File: config.mk
export PLATFORM = sky130hd
export DESIGN_NAME = lsb_serializer_flat
export DESIGN_NICKNAME = d
export VERILOG_FILES = /design/src/rtl/lsb_serializer_pkg.sv /design/src/rtl/lsb_serializer_if.sv /design/src/rtl/lsb_serializer.sv /design/src/flat_wrapper.sv
export SDC_FILE = /design/constraint.sdc
export NUM_CORES = 1
export LEC_CHECK = 0
export CAP_MARGIN = 20
export CORE_MARGIN = 8
export CORE_UTILIZATION = 30
export DETAILED_ROUTE_END_ITERATION = 7
export SLEW_MARGIN = 25
export SYNTH_ARGS = -nofsm -noshare
export SYNTH_HDL_FRONTEND = slang
export SYNTH_SLANG_ARGS = --single-unit
File: constraint.sdc
create_clock -name clk -period 1.7 [get_ports clk]
set_clock_uncertainty 0.05 [all_clocks]
set_input_delay 0.34 -clock clk [delete_from_list [all_inputs] [get_ports clk]]
set_output_delay 0.34 -clock clk [all_outputs]
set_load 0.005 [all_outputs]
File: src/rtl/lsb_serializer_pkg.sv
// Shared definitions for the LSB-first serializer and its matching deserializer:
// the two-state FSM encoding and the beat-counter width derivation.
package lsb_serializer_pkg;

    typedef enum logic {
        IDLE  = 1'b0,
        SHIFT = 1'b1
    } ser_state_e;

    // Counter width for a WIDTH-bit frame; a 1-bit frame still needs a 1-bit counter.
    function automatic int cnt_width(input int width);
        return (width <= 32'sd1) ? 32'sd1 : $clog2(width);
    endfunction

endpackage

File: src/rtl/lsb_serializer_if.sv
// Load and serial handshake bundle between the serializer and its neighbours.
interface lsb_serializer_if #(
    parameter int WIDTH = 8
);
    logic             load_valid;
    logic [WIDTH-1:0] load_data;
    logic             load_ready;
    logic             ser_ready;
    logic             ser_valid;
    logic             ser_bit;
    logic             ser_first;
    logic             ser_last;
    logic             busy;

    modport master (
        output load_valid, load_data, ser_ready,
        input  load_ready, ser_valid, ser_bit, ser_first, ser_last, busy
    );

    modport slave (
        input  load_valid, load_data, ser_ready,
        output load_ready, ser_valid, ser_bit, ser_first, ser_last, busy
    );
endinterface

File: src/rtl/lsb_serializer.sv
// Parallel-to-serial transmitter: accepts a WIDTH-bit word and emits it LSB first,
// one bit per accepted beat, with first/last markers and downstream backpressure.
module lsb_serializer
    import lsb_serializer_pkg::*;
#(
    parameter int WIDTH = 8
) (
    input  logic             clk,
    input  logic             rst,
    lsb_serializer_if.slave  bus
);

    localparam int               CNT_W    = cnt_width(WIDTH);
    localparam logic [CNT_W-1:0] LAST_CNT = CNT_W'(WIDTH - 1);
    localparam logic [CNT_W-1:0] CNT_ZERO = CNT_W'(32'd0);
    localparam logic [CNT_W-1:0] CNT_ONE  = CNT_W'(32'd1);

    ser_state_e       state_q, state_d;
    logic [WIDTH-1:0] sreg_q, sreg_d;
    logic [CNT_W-1:0] cnt_q, cnt_d;

    logic in_shift_s;
    logic last_beat_s;
    logic beat_s;
    logic load_ready_s;
    logic load_acc_s;

    assign in_shift_s   = (state_q == SHIFT);
    assign last_beat_s  = in_shift_s && (cnt_q == LAST_CNT);
    assign beat_s       = in_shift_s && bus.ser_ready;
    // Reload on the last beat's edge so consecutive frames run without a bubble.
    assign load_ready_s = !in_shift_s || (last_beat_s && bus.ser_ready);
    assign load_acc_s   = bus.load_valid && load_ready_s;

    // Next-state: a load takes priority over the final beat of the current frame.
    always_comb begin
        state_d = state_q;
        sreg_d  = sreg_q;
        cnt_d   = cnt_q;
        if (load_acc_s) begin
            state_d = SHIFT;
            sreg_d  = bus.load_data;
            cnt_d   = CNT_ZERO;
        end else if (beat_s) begin
            if (last_beat_s) begin
                state_d = IDLE;
                cnt_d   = CNT_ZERO;
            end else begin
                sreg_d = sreg_q >> 1'b1;
                cnt_d  = cnt_q + CNT_ONE;
            end
        end else begin
            state_d = state_q;
        end
    end

    // State, shift register and beat counter; reset aborts any frame in flight.
    always_ff @(posedge clk or negedge rst) begin
        if (!rst) begin
            state_q <= IDLE;
            sreg_q  <= {WIDTH{1'b0}};
            cnt_q   <= CNT_ZERO;
        end else begin
            state_q <= state_d;
            sreg_q  <= sreg_d;
            cnt_q   <= cnt_d;
        end
    end

    assign bus.load_ready = load_ready_s;
    assign bus.ser_valid  = in_shift_s;
    assign bus.busy       = in_shift_s;
    assign bus.ser_bit    = in_shift_s && sreg_q[0];
    assign bus.ser_first  = in_shift_s && (cnt_q == CNT_ZERO);
    assign bus.ser_last   = last_beat_s;

endmodule
File: src/flat_wrapper.sv
// flat-port wrapper written by rule: the top's interface ports become plain ports
module lsb_serializer_flat import lsb_serializer_pkg::*;
#(
    parameter int WIDTH = 8
)
  (clk, rst, bus_load_valid, bus_load_data, bus_ser_ready, bus_load_ready, bus_ser_valid, bus_ser_bit, bus_ser_first, bus_ser_last, bus_busy);
  lsb_serializer_if #(.WIDTH(WIDTH)) bus_i ();
  input  logic clk;
  input  logic rst;
  input wire logic [$bits(bus_i.load_valid)-1:0] bus_load_valid;
  input wire logic [$bits(bus_i.load_data)-1:0] bus_load_data;
  input wire logic [$bits(bus_i.ser_ready)-1:0] bus_ser_ready;
  output wire logic [$bits(bus_i.load_ready)-1:0] bus_load_ready;
  output wire logic [$bits(bus_i.ser_valid)-1:0] bus_ser_valid;
  output wire logic [$bits(bus_i.ser_bit)-1:0] bus_ser_bit;
  output wire logic [$bits(bus_i.ser_first)-1:0] bus_ser_first;
  output wire logic [$bits(bus_i.ser_last)-1:0] bus_ser_last;
  output wire logic [$bits(bus_i.busy)-1:0] bus_busy;
  assign bus_i.load_valid = bus_load_valid;
  assign bus_i.load_data = bus_load_data;
  assign bus_i.ser_ready = bus_ser_ready;
  assign bus_load_ready = bus_i.load_ready;
  assign bus_ser_valid = bus_i.ser_valid;
  assign bus_ser_bit = bus_i.ser_bit;
  assign bus_ser_first = bus_i.ser_first;
  assign bus_ser_last = bus_i.ser_last;
  assign bus_busy = bus_i.busy;
  lsb_serializer #(.WIDTH(WIDTH)) u_core (.clk(clk), .rst(rst), .bus(bus_i));
endmodule
# [Yosys cells after proc, flatten, opt, wreduce, memory -nomap -nowiden]
# Cells that the tools add are included.
# Widths: inputs -> output; s select.
[word_totals] input_bits=12 elab_cells=28 out_inout_bits=6 reg_bits=12
[op_classes] n_reduce_logical=13 eq_ne=2 n_mux=9 n_addsub=1
[op_table] op="$mux 8" count=3
[op_table] op="$mux 3" count=3
[op_table] op="$logic_and 1x1->1" count=6
[op_table] op="$reduce_and 2->1" count=2
[op_table] op="$reduce_bool 2->1" count=2
[op_table] op="$add 3x1->3 const B" count=1
[op_table] op="$eq 3x3->1 const B" count=1
[op_table] op="$logic_not 3->1" count=1
[op_table] op="$mux 1" count=3
[op_table] op="$ne 2x2->1 const B" count=1
[op_table] op="$logic_not 1->1" count=1
[op_table] op="$logic_or 1x1->1" count=1

# [Depth between registers and ports, before layout]
# Gate-level depths: netlist of run 1.
[depth] ltp_word=7 mapped_depth=6 ltp_nobuf=5

# [Worst setup path after synthesis of run 1]
# Ideal clock, no wire load.
[synth_path] kind="flip-flop to output port" startpoint="register u_core.cnt_q[0]" endpoint="output bus_ser_last" stages_incl_launch_ff=5 t_required_ns=1.310 arrival_ns=1.153 path_buffers=1 slack_ns=0.157 cell_sequence="dfrtp_1 -> ha_1 -> ha_1 -> buf_4 -> and2_1"
[synth_via] elab_chain_len=2
[synth_lines] element="from (decl)" line="lsb_serializer.sv:20" rtl="logic [CNT_W-1:0] cnt_q, cnt_d;"
[synth_lines] element="from (signal assigned)" line="lsb_serializer.sv:66" rtl="cnt_q <= cnt_d;"
[synth_lines] element="$eq 3x3->1" line="lsb_serializer.sv:29" rtl="assign last_beat_s = in_shift_s && (cnt_q == LAST_CNT);"
[synth_lines] element="$logic_and 1x1->1" line="lsb_serializer.sv:29"
[synth_lines] element="to (decl)" line="flat_wrapper.sv:17" rtl="output wire logic [$bits(bus_i.ser_last)-1:0] bus_ser_last;"
# No other way between the ends.

# [Worst setup path after layout of run 1]
# Ends and elaborated chain as after synthesis.

==> metrics.yaml, run 1 <==
run_status:
  run_status: "finished with violations"
  violations: "setup timing"
min_path:
  min_path_type: "input port to async pin"
logic_synthesis:
  ys_ff_latch: 12
  avgSynthCellArea_um2: 10.3
  syn-num-nets: 98
  syn_area_um2: 851
  synth_warnings: 0
  synth_top_area_share_pct: 35.3
  yosysSeqAreaShare_pct: 35.3
  yosysUniqueCellTypes: 22
  synth_area_leader_cell: "dfrtp_1"
  synthCells: 83
  synth_area_leaders: "dfrtp_1 35%, mux2_2 9.3%, o221a_1 9.3%, and3b_1 8.2%, nor3b_1 6.2%"
timing:
  timing.final.ws_setup_ns: -0.0251
  tightest_slew_ns: 0.333
  tns_ns: -0.0315
  fin_crit_ns: 1.73
  rsz0062_at_grt: "true"
  hold_violations: 0
  finalSetupViolCount: 2
  drv_slew: 0
  period_share_pct: 101
  slew_headroom_pct: 77.8
  fmax_ghz: 0.580
  whs_ns: 0.315
critical_path:
  crit_start: "u_core.cnt_q[0]"
  r2r_cells: 6
  crit_type: "flop to primary output"
  crit_fanout: 4
  required_ns: 1.31
  cp-start-kind: "flop"
  crit_chain: "ha_2 -> ha_4 -> and2_4 -> buf_6"
  worstSetupEndpointType: "primary output"
  slowest_delay_ns: 0.41
  reg2reg_to: "u_core.sreg_q[7]"
  timing.rr.start: "u_core.cnt_q[0]"
  cp_slowest_cell: "dfrtp_1"
  arrival_ns: 1.34
  r2r_setup_slack_ns: 0.09
routing:
  vias: 727
  vias_per_cell: 5.01
  postRouteAntennaNets: 0
  wire_per_inst_um: 14.3
  first_pass_iters: 4
  dr.first_iter.drc_count: 26
  drc: 0
  wl_mm: 2.08
pwr:
  p_leak_nw: 0.528
  peakVddDrop_mv: 0.626
  finalPower_mw: 1.31
  p_per_area_nw_per_um2: 1090
floorplanning:
  die_width_um: 69.3
  rows: 19
  ios: 18
  die_h_um: 69.3
  die-area_um2: 4800
  initial_utilization_pct: 31.1
  coreArea_um2: 2730
place:
  finalWeightedCongestion: 0.756
  io_buffers: 17
  dp.cells: 138
  dp_hpwl_mm: 1.49
  pre_cts_ws_ns: -0.159
run:
  maxCapViolCount: 0
grt:
  use_met1_pct: 11.1
  antenna_found_initial: 0
  grt_pass1_wl_mm: 3.55
  grt.busiest_layer: "met2"
  grt_max_degree: 13
  met3_usage_pct: 3.58
  grt_pass1_vias: 749
  grt_use_met2_pct: 13.2
  grt_usage_pct: 8.67
  grt_overflow: 0
cells_and_area:
  antenna_cells: 0
  drive_above_1_share_pct: 34.2
  final_cells: 145
  fin_nets: 130
  area_growth_syn_to_layout_pct: 41.2
cts:
  cts-htree-levels: 1
  cts_buffer_depth: 2
  cts_buffers: 3
  cts_tree: "built"
  clkLatencyLatePin_ns: 0.27
  cts-root-buf: "clkbuf_4"
  path_clk_slew_ns: 0.08
  clock-sinks: 12
flip-flops by register name, summed over array words and instances (netlist names):
register and count:
u_core.cnt_q 3, u_core.sreg_q 8, u_core.bus.busy 1
cells in the mapped netlist:
| master | n |
|---|---|
| inv_1 | 4 |
| and2_1 | 2 |
| a22o_1 | 2 |
| buf_8 | 1 |
| o21ai_1 | 7 |
| o21ai_0 | 3 |
| nand3_1 | 1 |
| o221a_1 | 7 |
| nor3b_1 | 7 |
| buf_2 | 2 |
| nor2b_1 | 2 |
| ha_1 | 3 |
| buf_4 | 3 |
| nor2_1 | 3 |
| buf_6 | 1 |
| a221oi_2 | 1 |
| o21bai_1 | 1 |
| dfrtp_1 | 12 |
| a21oi_2 | 1 |
| nand2_1 | 5 |
| mux2_2 | 7 |
| and3b_1 | 8 |
timing repair:
item                                   CTS  global route
setup buffers                            1             2
endpoints found under the hold margin    0             0
gates resized for setup                 22             5
hold buffers                             0             0
setup endpoints to repair               11            10
pin swaps                                1             1
cell type report:
class / count / area (µm²)
inverter: 4 / 15.0
clock buffer: 4 / 36.3
sequential: 12 / 302
multi-input combinational: 60 / 507
tap: 31 / 38.8
timing repair buffer: 34 / 303
fill: 271 / 1530
cells in the final DEF, fill, tap and decap left out, drive strengths merged, types with 5 or more instances in the layout:
cell,n
and3b,8
buf,20
clkdlybuf4s50,11
dfrtp,12
mux2,7
nand2,5
nor3b,7
o21ai,10
o221a,7
logic make-up (layout without fill, tap and decap cells):
| group | Yosys count | count (layout) | synth area share [%] |
|---|---|---|---|
| AND/OR/NAND/NOR | 28 | 28 | 21.5 |
| AO/OA/AOI/OAI | 22 | 22 | 20.9 |
| flip-flops | 12 | 12 | 35.3 |
| buffers and inverters | 11 | 42 | 8.68 |
| multiplexers | 7 | 7 | 9.27 |
| adder cells (fa/ha/maj) | 3 | 3 | 4.41 |
power by group:
part	leakage, nW	internal [mW]	switching (mW)
logic	0.373	0.370	0.224
clock network	0.0210	0.130	0.100
registers	0.134	0.392	0.0929
worst max-delay path: cells and delay by family (launching register included):
family,cells,cell delay (ns)
flip-flops,1,0.41
adder cells (fa/ha/maj),2,0.39
AND/OR/NAND/NOR,1,0.16
buffers and inverters,1,0.11
worst max-delay path by stage:
stage | to | slack (ns) | depth (start not counted)
2_1_floorplan | bus_ser_last | 0.16 | 4
3_3_place_gp | bus_load_ready | -0.17 | 4
3_5_place_dp | bus_load_ready | -0.16 | 4
4_1_cts | bus_ser_last | -0.002 | 4
5_1_grt | bus_ser_last | -0.06 | 4
6_report | bus_ser_last | -0.03 | 4
metal layers:
layer  share of wire, %  wire length (µm)  up-vias
met4               0.58                12        0
li1                   -                 -      364
met1                 50              1040      348
met5                  0                 0        -
met2                 45               937       13
met3                4.5                94        2
metrics by stage:
stage / instance area (µm²) / util [%]
floorplan: 851 / -
global placement: 1110 / 40.5
global route: 1200 / 43.9
detailed placement: 1110 / 40.5
CTS: 1160 / 42.6
finish: 1200 / 43.9
(Power assumes the default switching activity.)
==> run 2, diff against run 1 <==
CELL_PAD_IN_SITES_DETAIL_PLACEMENT = 0   (was not set)
CELL_PAD_IN_SITES_GLOBAL_PLACEMENT = 1   (was not set)
CORE_UTILIZATION = 38   (was 30)
PLACE_DENSITY_LB_ADDON = 0.1   (was not set)
==> metrics.yaml, run 2 (synthesis results as in run 1) <==
routing:
  dr.first_iter.drc_count: 12
  wl_mm: 2.15
  first_pass_iters: 4
  vias_per_cell: 5.05
  wire_per_inst_um: 15.0
  postRouteAntennaNets: 0
  drc: 0
  vias: 722
cells_and_area:
  final_util_pct: 57.0
  antenna_cells: 0
  largest_reg_flops: 8
  regMostFlops: "u_core.sreg_q"
  fin_nets: 131
  area_growth_syn_to_layout_pct: 45.4
  drive_above_1_share_pct: 38.3
  fillers: 200
  design_area_um2: 1240
  final_cell_mix: "15 x buf_4, 11 x clkdlybuf4s50_1, 11 x dfrtp_1"
  final_common_cell: "buf_4"
place:
  pre_cts_ws_ns: -0.164
  io_buffers: 17
  dp_hpwl_mm: 1.45
  post_dp_cell_area_um2: 1090
  finalWeightedCongestion: 0.747
floorplanning:
  rows: 17
  die_width_um: 63.3
  die_h_um: 63.3
  ios: 18
  initial_utilization_pct: 39.2
  coreArea_um2: 2170
  die-area_um2: 4010
timing:
  timing.final.ws_setup_ns: -0.0653
  period_share_pct: 104
  fin_crit_ns: 1.77
  rsz0062_at_grt: "true"
  tightest_slew_ns: 0.319
  slew_headroom_pct: 78.7
  finalSetupViolCount: 3
  drv_slew: 0
  hold_violations: 0
  whs_ns: 0.309
  fmax_ghz: 0.566
critical_path:
  crit_chain: "buf_6 -> ha_4 -> ha_4 -> and2_4 -> buf_6"
  crit_fanout: 3
  cp_slowest_cell: "dfrtp_1"
  worstSetupEndpointType: "primary output"
  worst-path-buf-inv: 2
  arrival_ns: 1.38
  cp-start-kind: "flop"
  crit_type: "flop to primary output"
  slowest_delay_ns: 0.41
  critPathTopFamily: "flip-flops"
  required_ns: 1.31
cts:
  cts_buffer_depth: 2
  path_clk_slew_ns: 0.09
  holdBufCountCts: 0
  clkLatencyLatePin_ns: 0.27
  cts_tree: "built"
  cts-root-buf: "clkbuf_4"
  clock-sinks: 12
  cts_buffers: 3
  cts-htree-levels: 1
grt:
  grt_overflow: 0
  grt_max_degree: 18
  grt_usage_pct: 11.1
  grt_pass1_vias: 746
  grt_pass1_wl_mm: 3.61
  antenna_found_initial: 0
run_status:
  run_status: "finished with violations"
  violations: "setup timing"
min_path:
  min_path_type: "input port to async pin"
pwr:
  p_leak_nw: 0.544
  p_per_area_nw_per_um2: 1110
  peakVddDrop_mv: 0.552
run:
  maxCapViolCount: 0
==> run 2: what timing repair did <==
action	4_1_cts	5_1_grt
endpoints found under the setup margin	13	10
gates cloned	0	0
buffers inserted	5	1
hold endpoints to repair	0	0
pin swaps	3	2
resized for setup	25	9
==> run 2: area by class of cell <==
class / count / area, µm² / share of cell area (%)
clock buffers: 4 / 36.3 / 2.93
well taps: 28 / 35.0 / 2.83
repair buffers: 35 / 314 / 25.4
flip-flops and latches: 12 / 302 / 24.4
multi-input cells: 60 / 536 / 43.3
inverters: 4 / 15.0 / 1.21
==> run 2: final timing paths <==
path | start | end | slack (ns) | depth (start not counted)
max reg2reg | u_core.cnt_q[0] | u_core.sreg_q[6] | 0.03 | 7
min | rst | u_core.cnt_q[0] | 0.31 | 2
max in group asynchronous | rst | u_core.bus.busy | 1.12 | 2
max | u_core.cnt_q[0] | bus_ser_last | -0.07 | 5
min in group clk | u_core.sreg_q[6] | u_core.sreg_q[6] | 0.53 | 1
min reg2reg | u_core.sreg_q[6] | u_core.sreg_q[6] | 0.53 | 1
==> run 2: stage by stage <==
| step | power [mW] | setup TNS (ns) | cells |
|---|---|---|---|
| after floorplan | 0.813 | 0 | 83 |
| after global placement | 1.02 | -0.803 | 133 |
| after detailed placement | 1.03 | -0.770 | 133 |
| after CTS | 1.34 | -0.154 | 142 |
| after global routing | 1.46 | -0.389 | 143 |
| final | 1.37 | -0.171 | 143 |
==> run 2: routing by layer <==
metal  global-route usage (%)  wire length, µm  up-vias
li1                         -                -      366
met2                     18.4             1010       12
met5                        0                0        -
met4                     5.57               27        0
met3                     1.59               53        2
met1                     13.5             1060      342
==> run 2: where the power goes <==
| part | internal, mW | switching (mW) |
|---|---|---|
| registers | 0.392 | 0.0971 |
| logic | 0.405 | 0.246 |
| clock network | 0.130 | 0.104 |
==> run 3, diff against run 2 <==
GPL_TIMING_DRIVEN = 0   (was not set)
==> metrics.yaml, run 3 (synthesis results as in run 1) <==
cts:
  clock-sinks: 12
  clkLatencyLatePin_ns: 0.27
  path_clk_slew_ns: 0.08
  cts_buffer_depth: 2
  cts-root-buf: "clkbuf_4"
  cts_tree: "built"
  cts_buffers: 3
  cts-htree-levels: 1
  holdBufCountCts: 0
timing:
  rsz0062_at_grt: "true"
  period_share_pct: 104
  drv_slew: 0
  tightest_slew_ns: 0.579
  timing.final.ws_setup_ns: -0.0696
  finalSetupViolCount: 2
  fin_crit_ns: 1.77
  hold_violations: 0
  fmax_ghz: 0.565
  slew_headroom_pct: 61.3
floorplanning:
  rows: 17
  initial_utilization_pct: 39.2
  die_width_um: 63.3
  die-area_um2: 4010
  coreArea_um2: 2170
  ios: 18
  die_h_um: 63.3
cells_and_area:
  final_util_pct: 56.2
  area_growth_syn_to_layout_pct: 43.2
  largest_reg_flops: 8
  design_area_um2: 1220
  final_cell_mix: "11 x clkdlybuf4s50_1, 11 x dfrtp_1, 9 x buf_6"
  drive_above_1_share_pct: 35.7
  final_cells: 140
  antenna_cells: 0
  fin_nets: 129
  regMostFlops: "u_core.sreg_q"
grt:
  grt_pass1_vias: 767
  grt_usage_pct: 11.1
  antenna_found_initial: 0
  grt_max_degree: 13
  grt_overflow: 0
  grt_pass1_wl_mm: 3.63
place:
  post_dp_cell_area_um2: 1050
  finalWeightedCongestion: 0.721
  dp.cells: 127
  io_buffers: 16
  dp_hpwl_mm: 1.43
pwr:
  p_per_area_nw_per_um2: 1070
  finalPower_mw: 1.31
  peakVddDrop_mv: 0.507
  p_leak_nw: 0.537
routing:
  drc: 0
  dr.first_iter.drc_count: 18
  wire_per_inst_um: 15.6
  wl_mm: 2.19
  vias: 770
  first_pass_iters: 4
  vias_per_cell: 5.50
  postRouteAntennaNets: 0
critical_path:
  crit_type: "flop to primary output"
  crit_start: "u_core.cnt_q[0]"
  crit_fanout: 5
  r2r_setup_slack_ns: 0.04
  reg2reg_to: "u_core.sreg_q[6]"
  cp-endpoint: "bus_ser_last"
  arrival_ns: 1.38
  timing.rr.start: "u_core.cnt_q[0]"
  r2r_cells: 6
  required_ns: 1.31
  cp-start-kind: "flop"
  worstSetupEndpointType: "primary output"
min_path:
  hold_path_startpoint: "bus_load_valid"
  min_path_type: "input port to flop"
run:
  maxCapViolCount: 0
run_status:
  violations: "setup timing"
  run_status: "finished with violations"
## run 3: changes by cell type in the layout (fill, tap and decap cells not counted), sizes merged
cell	delta
buf	-2
clkbuf	+1
dlymetal6s2s	-1
dlygate4sd2	-1
## run 3: through the flow
stage / hold WS [ns] / worst slack (ns) / TNS (ns)
6_report: 0.331 / -0.0696 / -0.136
5_1_grt: 0.345 / -0.126 / -0.252
4_1_cts: 0.314 / -0.0779 / -0.187
3_5_place_dp: 0.476 / -0.493 / -1.51
3_3_place_gp: 0.473 / -0.510 / -1.59
2_1_floorplan: -0.00559 / 0.157 / 0
## run 3: metal layers
layer	vias to the layer above	track usage (%)	share of wire, %
met5	-	0	0
met4	0	6.69	0.96
met3	2	1.59	3.9
met2	16	17.7	50
met1	385	13.9	45
li1	367	-	-
## run 3: worst max-delay path, cell delays in order, from the launching register on
cell and delay [ns]:
dfrtp_1 0.41, buf_6 0.13, ha_4 0.15, ha_4 0.17, and2_4 0.14, buf_6 0.10
## run 3: power by group
| part | leakage, nW | total [mW] | switching, mW | internal [mW] |
|---|---|---|---|---|
| logic | 0.389 | 0.648 | 0.247 | 0.401 |
| registers | 0.134 | 0.482 | 0.0900 | 0.392 |
| clock network | 0.0138 | 0.180 | 0.0979 | 0.0820 |
## run 3: final cells by class
class	count	area (µm²)
plain buffers	6	71.3
clock buffers	3	22.5
fillers	216	951
inverters	4	15.0
multi-input cells	60	524
flip-flops and latches	12	302
well taps	28	35.0
repair buffers	27	249
## run 3: worst min-delay path by stage
| stage | endpoint | slack [ns] | depth (start not counted) |
|---|---|---|---|
| after floorplan | u_core.bus.busy | -0.006 | 0 |
| after global placement | u_core.cnt_q[0] | 0.47 | 1 |
| after detailed placement | u_core.cnt_q[0] | 0.48 | 1 |
| after CTS | u_core.bus.busy | 0.31 | 3 |
| after global routing | u_core.bus.busy | 0.34 | 3 |
| final | u_core.bus.busy | 0.33 | 3 |
## run 3: what timing repair did
action / CTS / global route
resized for setup: 28 / 10
setup endpoints to repair: 12 / 8
pin swaps: 3 / 2
setup buffers: 10 / 1
==> patch: new RTL, config.mk and constraints of run 1 <==
`WIDTH` is set to 8 in 3 places; all go to 10.
--- a/src/rtl/lsb_serializer_if.sv
+++ b/src/rtl/lsb_serializer_if.sv
@@ -1,5 +1,5 @@
 // Load and serial handshake bundle between the serializer and its neighbours.
 interface lsb_serializer_if #(
-    parameter int WIDTH = 8
+    parameter int WIDTH = 10
 );
     logic             load_valid;
--- a/src/rtl/lsb_serializer.sv
+++ b/src/rtl/lsb_serializer.sv
@@ -4,5 +4,5 @@
     import lsb_serializer_pkg::*;
 #(
-    parameter int WIDTH = 8
+    parameter int WIDTH = 10
 ) (
     input  logic             clk,
--- a/src/flat_wrapper.sv
+++ b/src/flat_wrapper.sv
@@ -2,5 +2,5 @@
 module lsb_serializer_flat import lsb_serializer_pkg::*;
 #(
-    parameter int WIDTH = 8
+    parameter int WIDTH = 10
 )
   (clk, rst, bus_load_valid, bus_load_data, bus_ser_ready, bus_load_ready, bus_ser_valid, bus_ser_bit, bus_ser_first, bus_ser_last, bus_busy);
Ports: changed (resized bus_load_data); port bits go from 18 to 20. No check against the original RTL was run, so the function may have changed too.
==> patch against run 1 <==
- the flow still finishes with violations (setup timing)
- register-to-register slack got worse by 0.21 ns
- largest power group unchanged
- power up 33%
- count of clock-buffer cells in the layout down 1
- worst hold slack worse by 0.010 ns
- critical path type unchanged
- sequential cell count up 3
- synthesized cell count increased by 30%
- synthesized area increased by 15%
- worst setup slack lost 0.10 ns
- clock power fell by 6%
- design area rose by 29%
- routed wire length up 34%
- die area grew 11%
==> patch: results (changes against run 1) <==
Place
  – Count of input and output buffers: 19 (was 17)
  – RD Place Congestion: 0.870 (was 0.756)
  – DP Wirelength: 1900 µm (was 1490 µm)

Yosys
  – Post-synthesis adder-cell area fraction: 0.0384 (was 0.0441)
  – Mux contribution to synthesized area: 0.0115 (was 0.0926)
  – Sequential share of the synthesized area: 0.384 (was 0.353)
  – Top post-synthesis cells by area: dfrtp_1 (38%), a2111oi_2 (14%), nor3_1 (9.7%) (was dfrtp_1 (35%), mux2_2 (9.3%), o221a_1 (9.3%))

Final layout
  – Number of flip-flops in the largest register: 10 (was 8)
  – Fin nets: 165 (was 130)
  – Share of cells above drive strength 1: 0.333 (was 0.342)
  – Fillers: 290 (was 271)

Detailed routing
  – Final WL: 2800 µm (was 2080 µm)
  – Vias/cell: 4.87 (was 5.01)

GRT
  – Vias in the first global route: 987 (was 749)
  – Largest net degree at the start of global routing: 16 (was 13)
  – Total global-route track usage: 0.113 (was 0.0867)

Outcome
  – Status: complete, but fails checks (unchanged)
  – Failing checks: setup timing (unchanged)

Timing
  – Final setup vio count: 12 (was 2)
  – Fin Setup TNS: -0.927 ns (was -0.0315 ns)
  – Setup ws final: -0.129 ns (was -0.0251 ns)
  – Peak Freq: 0.547 GHz (was 0.580 GHz)

Critical path
  – Setup crit end: bus_load_ready (was bus_ser_last)
  – Critical path's largest stage delay: 0.43 ns (was 0.41 ns)
  – CP Max Fanout: 3 (was 4)
  – Reg2reg end: u_core.sreg_q[0]$_DFFE_PN0P_ (was u_core.sreg_q[7]$_DFFE_PN0P_)
  – Crit path DAT: 1.44 ns (was 1.34 ns)

Power and ir drop
  – Leak: 0.671 nW (was 0.528 nW)
  – Maximum VDD drop: 440 µV (was 626 µV)

Clocking
  – Clk_lat worst skew: 0.29 ns (was 0.27 ns)
-- patch: routing by layer --
layer  up-vias  part of all wire  wire (µm)  GRT usage
li1        464                 -          -          -
met1       450              0.46       1280      0.132
met2        13              0.50       1390      0.194
met3         4             0.022         61     0.0151
met4         0             0.020         56     0.0600
met5         -                 0          0          0
-- patch: where the power goes --
part           leakage (nW)  switching [mW]  internal [mW]
sequential            0.163          0.0829          0.489
clock                0.0177           0.129         0.0874
combinational         0.490           0.437          0.518
-- patch: repair_timing --
action | in CTS | in global routing
setup endpoints to repair | 14 | 12
gates cloned | 1 | 0
resized for setup | 35 | 3
pin swaps | 10 | 4
buffers inserted | 3 | 0
-- patch: kinds of logic (layout without fill, tap and decap cells) --
logic type	count (synthesis)	count (layout)
and+or+nand+nor	47	47
AOI/OAI and AO/OA	22	23
buffers and inverters	20	58
DFF	15	15
adders and majority gates	3	3
muxes	1	1
-- patch: final cells by class --
cell class	instances	share of cell area
Sequential cell	15	0.242
Clock inverter	1	0.00322
Timing Repair Buffer	42	0.243
Multi-Input combinational cell	74	0.433
Clock buffer	3	0.0145
Tap cell	44	0.0354
Inverter	12	0.0290
-- patch: through the flow --
| step | hold WS, ns | setup WS (ns) | area (µm²) | cells |
|---|---|---|---|---|
| 6_report | 0.305 | -0.129 | 1550 | 191 |
| 5_1_grt | 0.306 | -0.184 | 1550 | 191 |
| 4_1_cts | 0.311 | -0.126 | 1540 | 191 |
| 3_5_place_dp | 0.486 | -0.210 | 1350 | 184 |
| 3_3_place_gp | 0.475 | -0.203 | 1350 | 184 |
| 2_1_floorplan | -0.00559 | 0.0376 | 978 | 108 |
